File: src/rtl/axi_arb_pkg.sv
// Shared types for the AW/AR arbiter mux: output-slice states, select-width helper
// and the one-hot seed used by the grant consistency check.
package axi_arb_pkg;

  typedef enum logic [1:0] {
    OUT_EMPTY = 2'd0,
    OUT_FULL  = 2'd1,
    OUT_SKID  = 2'd2
  } out_state_e;

  localparam int MAX_PORTS = 16;
  localparam logic [MAX_PORTS-1:0] GRANT_ONEHOT_LSB = MAX_PORTS'(1);

  function automatic int sel_width(input int n);
    return (n > 1) ? $clog2(n) : 1;
  endfunction

endpackage

File: src/rtl/axi_arb_out_slice.sv
// Registered output stage carrying the {sel, payload} bundle with valid/ready.
// With AXI_ARB_MUX_SKID_EN a skid register decouples o_free from i_ready.
//
// state     | meaning
// OUT_EMPTY | no beat held, o_valid low
// OUT_FULL  | main register holds the presented beat
// OUT_SKID  | main and skid both hold beats (skid build only)
module axi_arb_out_slice
  import axi_arb_pkg::*;
#(
  parameter int DATA_WIDTH = 8
) (
  input  logic                  clk,
  input  logic                  rst_n,
  input  logic                  i_valid,
  input  logic [DATA_WIDTH-1:0] i_data,
  output logic                  o_free,
  output logic                  o_valid,
  output logic [DATA_WIDTH-1:0] o_data,
  input  logic                  i_ready
);

  out_state_e            r_state;
  logic [DATA_WIDTH-1:0] r_main;

`ifdef AXI_ARB_MUX_SKID_EN
  logic [DATA_WIDTH-1:0] r_skid;

  assign o_free = (r_state != OUT_SKID);

  always_ff @(posedge clk or negedge rst_n) begin
    if (!rst_n) begin
      r_state <= OUT_EMPTY;
      r_main  <= '0;
      r_skid  <= '0;
    end else begin
      case (r_state)
        OUT_EMPTY: if (i_valid) begin
          r_main  <= i_data;
          r_state <= OUT_FULL;
        end
        OUT_FULL: begin
          if (i_ready) begin
            if (i_valid) r_main <= i_data;
            else         r_state <= OUT_EMPTY;
          end else if (i_valid) begin
            r_skid  <= i_data;
            r_state <= OUT_SKID;
          end
        end
        OUT_SKID: if (i_ready) begin
          r_main  <= r_skid;
          r_state <= OUT_FULL;
        end
        default: r_state <= OUT_EMPTY;
      endcase
    end
  end
`else
  assign o_free = (r_state != OUT_FULL) | i_ready;

  always_ff @(posedge clk or negedge rst_n) begin
    if (!rst_n) begin
      r_state <= OUT_EMPTY;
      r_main  <= '0;
    end else begin
      case (r_state)
        OUT_EMPTY: if (i_valid) begin
          r_main  <= i_data;
          r_state <= OUT_FULL;
        end
        OUT_FULL: if (i_ready) begin
          if (i_valid) r_main <= i_data;
          else         r_state <= OUT_EMPTY;
        end
        default: r_state <= OUT_EMPTY;
      endcase
    end
  end
`endif

  assign o_valid = (r_state != OUT_EMPTY);
  assign o_data  = r_main;

endmodule

File: src/rtl/axi_addr_arb_mux.sv
// AW/AR mux behind a TMR-voted arbiter: request masking, accept/ack, payload mux and
// sticky grant-consistency check. AXI_ARB_MUX_SKID_EN selects the skid output stage.
module axi_addr_arb_mux
  import axi_arb_pkg::*;
#(
  parameter int S_COUNT       = 4,
  parameter int PAYLOAD_WIDTH = 64,
  parameter int SEL_WIDTH     = sel_width(S_COUNT)
) (
  input  logic                             clk,
  input  logic                             rst_n,
  input  logic [S_COUNT-1:0]               s_valid,
  input  logic [S_COUNT*PAYLOAD_WIDTH-1:0] s_payload,
  output logic [S_COUNT-1:0]               s_ready,
  output logic                             m_valid,
  output logic [PAYLOAD_WIDTH-1:0]         m_payload,
  output logic [SEL_WIDTH-1:0]             m_sel,
  input  logic                             m_ready,
  output logic [S_COUNT-1:0]               arb_request,
  output logic [S_COUNT-1:0]               arb_acknowledge,
  input  logic [S_COUNT-1:0]               arb_grant,
  input  logic                             arb_grant_valid,
  input  logic [SEL_WIDTH-1:0]             arb_grant_encoded,
  output logic                             grant_err
);

  localparam int SLICE_W = SEL_WIDTH + PAYLOAD_WIDTH;

  logic [S_COUNT-1:0]       r_acc_mask;
  logic                     r_grant_err;
  logic                     w_enc_ok;
  logic                     w_sel_valid;
  logic [PAYLOAD_WIDTH-1:0] w_sel_payload;
  logic [S_COUNT-1:0]       w_sel_onehot;
  logic [S_COUNT-1:0]       w_exp_grant;
  logic                     w_grant_bad;
  logic                     w_out_free;
  logic                     w_acc;
  logic [SLICE_W-1:0]       w_slice_data;

  // An out-of-range encoded grant matches no port, so it can never be accepted.
  always_comb begin
    w_enc_ok      = 1'b0;
    w_sel_valid   = 1'b0;
    w_sel_payload = '0;
    for (int i = 0; i < S_COUNT; i++) begin
      if (arb_grant_encoded == SEL_WIDTH'(i)) begin
        w_enc_ok      = 1'b1;
        w_sel_valid   = s_valid[i];
        w_sel_payload = s_payload[i*PAYLOAD_WIDTH +: PAYLOAD_WIDTH];
      end
    end
  end

  assign w_sel_onehot = w_enc_ok ? (GRANT_ONEHOT_LSB[S_COUNT-1:0] << arb_grant_encoded) : '0;
  assign w_exp_grant  = arb_grant_valid ? w_sel_onehot : '0;
  assign w_grant_bad  = (arb_grant != w_exp_grant) | (arb_grant_valid & ~w_enc_ok);

  assign w_acc           = arb_grant_valid & w_sel_valid & w_out_free;
  assign s_ready         = w_acc ? w_sel_onehot : '0;
  assign arb_acknowledge = s_ready;
  assign arb_request     = s_valid & ~r_acc_mask;

  always_ff @(posedge clk or negedge rst_n) begin
    if (!rst_n) begin
      r_acc_mask  <= '0;
      r_grant_err <= 1'b0;
    end else begin
      r_acc_mask <= s_ready;
      if (w_grant_bad) r_grant_err <= 1'b1;
    end
  end

  assign grant_err = r_grant_err;

  axi_arb_out_slice #(
    .DATA_WIDTH(SLICE_W)
  ) u_out_slice (
    .clk    (clk),
    .rst_n  (rst_n),
    .i_valid(w_acc),
    .i_data ({arb_grant_encoded, w_sel_payload}),
    .o_free (w_out_free),
    .o_valid(m_valid),
    .o_data (w_slice_data),
    .i_ready(m_ready)
  );

  assign {m_sel, m_payload} = w_slice_data;

endmodule

File: config.mk
export PLATFORM = sky130hd
export DESIGN_NAME = axi_addr_arb_mux
export DESIGN_NICKNAME = d
export VERILOG_FILES = /design/src/rtl/axi_arb_pkg.sv /design/src/rtl/axi_arb_out_slice.sv /design/src/rtl/axi_addr_arb_mux.sv
export SDC_FILE = /design/constraint.sdc
export NUM_CORES = 1
export LEC_CHECK = 0
export CAP_MARGIN = 15
export CELL_PAD_IN_SITES_DETAIL_PLACEMENT = 1
export CELL_PAD_IN_SITES_GLOBAL_PLACEMENT = 2
export CORE_ASPECT_RATIO = 0.5
export CORE_MARGIN = 2
export CORE_UTILIZATION = 20
export DETAILED_ROUTE_END_ITERATION = 8
export PLACE_DENSITY_LB_ADDON = 0.05
export SLEW_MARGIN = 15
export SYNTH_ARGS = -nofsm -noshare
export SYNTH_HDL_FRONTEND = slang
export SYNTH_SLANG_ARGS = --single-unit
File: constraint.sdc
create_clock -name clk -period 2.5 [get_ports clk]
set_input_delay 0.625 -clock clk [delete_from_list [all_inputs] [get_ports clk]]
set_output_delay 0.625 -clock clk [all_outputs]
set_load 0.05 [all_outputs]
==> results.md <==
* Commonest cells after routing, fill and taps aside: 331 x clkdlybuf4s50_1, 72 x dfrtp_1, 64 x mux4_2
* Clock transition at path regs at 0.06 ns
* Dominant cell type by area after synthesis: dfrtp_1
* Hold crit path type: in -> async
* Post-DP HPWL at 15100 um
* CTS H-Tree Depth at 3
* I/O pins at 350
* Post-route insts no fill at 929
* CTS Sinks at 72
* Largest net degree at the start of global routing at 48
* Tcrit/Tclk final at 95.8%
* Met3 Track Usage GR at 5.90%
* RSZ-0062 raised after global routing: no
* Initial Util at 20.3%
* # diodes at 0
* First-pass detailed-route iteration total at 4
* P_leak at 0.00335 uW
* Die height at 109 um
* Reg2reg path depth at 7
* Most common cell after layout, fill and taps aside: clkdlybuf4s50_1
* Fin. max-slew vios at 0
* Skew-Pair Late Insertion Delay at 0.34 ns
* CORE AREA at 21600 um^2
* Core Rows at 38
* Cts bufs inserted at 9
* Crit path kind: in -> out
* Post-Route WL at 18100 um
* Die area at 23300 um^2
* Power Total at 6050 uW
* Post-synthesis sequential area ratio at 41.0%
* Final Wtd Congestion at 0.699
* CP required at 1.88 ns
* Via Count at 3988
* Die W at 214 um
* Placed instance count at 911
* Layout cells sized above 1 at 26.6%
* First-pass GRT wire length at 26200 um
* Remaining antenna violation count after routing at 0
* Final core occ at 40.8%
* Vias in the first global route at 4401
* Dpl cell area at 8470 um^2
* Synth top area share at 41.0%
* Setup_tns at 0 ns
* Initial antenna violation count at 1
* Count of input and output buffers at 349
* CP max stage cell: dlygate4sd2_1
* Relative slew slack at 61.1%
* All-Layer GR Usage at 15.5%
* Post-Syn Area at 4400 um^2
* Syn Inst Count at 267
* Status: completed
* Met2 GRT Util at 27.2%
* Max FO, Critical Path at 4
* Wire length per cell at 19.5 um
* Cell mode on critical path: buf_6
* CP Cell Sequence: dlygate4sd2_1, nand3b_1, nand3_4, buf_6, nor3_4, buf_6, buf_12
* Final Net Count at 894
* Flops & latches, synth at 72
* Worst-margin pin slew at 0.582 ns
* Clock root cell: clkbuf_16
* Clk buf depth at 2
* Vias per cell at 4.29
* Highest clock rate at 418 MHz
* Number of DRC markers in iteration 0 at 99
* CTS tree: done
* GR peak layer: met2
* CP endpoint kind: primary output
* Synthesis Warnings at 0
* Distinct cells, synth at 30
* GR Layer Usage met1 at 18.2%
* Endpoints failing setup at 0
* Worst stage delay on the critical path at 0.21 ns
* Synth area leaders: dfrtp_1 41%, mux4_2 33%, mux2_2 11%
* Fin area at 8830 um^2
* Final hold violation count at 0
* Area growth from synthesis to layout at 101%
* CP startpoint kind: primary input
* Syn nets at 537
* Worst EP arrival at 1.77 ns
* Residual DRC at 0
* Avg Inst Size Synth at 16.5 um^2
* Worst Clk Skew at 0.00399 ns
* GRT Residual Overflow at 0
* Power Dens Cells at 686 nW/um^2
* Worst VDD drop at 0.253 mV
* Min Tclk post-route at 2.39 ns
* Max Cap Viol at 0
## critical path, delay by kind of cell
family | cells | cell delay [ns]
buffers and inverters | 4 | 0.64
AND/OR/NAND/NOR | 3 | 0.49
## routing by layer
metal  up-vias  share of wire [%]
met3        15                8.2
met5         -              0.072
met4         2               0.83
met1      2038                 40
met2       146                 51
li1       1787                  -
## cells by family after synthesis
logic type	Yosys count	synth area share (%)
AOI/OAI and AO/OA	12	2.48
and+or+nand+nor	24	2.93
DFF	72	41.0
muxes	129	49.4
buffers and inverters	30	4.18
## path summary, 6_finish.rpt
kind	slack [ns]	from	end
setup / recovery	0.11	s_valid[3]	arb_acknowledge[3]
hold / removal	0.22	rst_n	u_out_slice.o_data[37]
setup reg to reg	0.69	u_out_slice.r_state[0]	u_out_slice.o_data[60]
hold reg to reg	0.49	u_out_slice.o_data[56]	u_out_slice.o_data[56]
max in group asynchronous	1.66	rst_n	u_out_slice.r_state[0]
min in group clk	0.49	u_out_slice.o_data[56]	u_out_slice.o_data[56]
## report_power, final
part | switching (uW) | internal, uW
logic | 1660 | 1310
clock network | 495 | 957
registers | 155 | 1470
## cells in the mapped netlist
master / n
dfrtp_1: 72
mux4_2: 64
mux2_2: 43
mux2_1: 22
buf_2: 9
buf_6: 6
clkbuf_1: 6
nor2_1: 5
buf_4: 4
inv_1: 4
nand2_1: 4
a21oi_1: 3
nand2b_1: 3
nor2b_1: 3
nor3_1: 3
o22ai_1: 2
a2111oi_0: 1
a211oi_1: 1
a21o_1: 1
a21oi_4: 1
and3b_1: 1
buf_1: 1
nand3_1: 1
nand3b_1: 1
nor4_1: 1
nor4b_1: 1
o2111ai_4: 1
o21ai_0: 1
o2bb2a_1: 1
or3_1: 1
## through the flow
| stage | worst slack [ns] | hold WS [ns] |
|---|---|---|
| 6_report | 0.106 | 0.222 |
| 5_1_grt | 0.0207 | 0.246 |
| 4_1_cts | 0.101 | 0.241 |
| 3_5_place_dp | -0.138 | 0.479 |
| 3_3_place_gp | -0.134 | 0.468 |
| 2_1_floorplan | -0.205 | 0.329 |
## final cells by class
cell class                      count  area (um^2)
Clock buffer                       14          274
Clock inverter                      2         60.1
Fill cell                        2255        12800
Inverter                            4         15.0
Multi-Input combinational cell    165         2480
Sequential cell                    72         1800
Tap cell                          300          375
Timing Repair Buffer              372         3820
## flip-flops by register name, summed over array words and instances (netlist names)
register	cells
grant_err	1
r_acc_mask	4
u_out_slice.o_data	66
u_out_slice.r_state	1
## timing repair
item,CTS,global route
hold buffers,0,0
gates resized for setup,6,0
setup endpoints to repair,8,0
buffers inserted,2,0
Power figures use the tool's default switching activity.
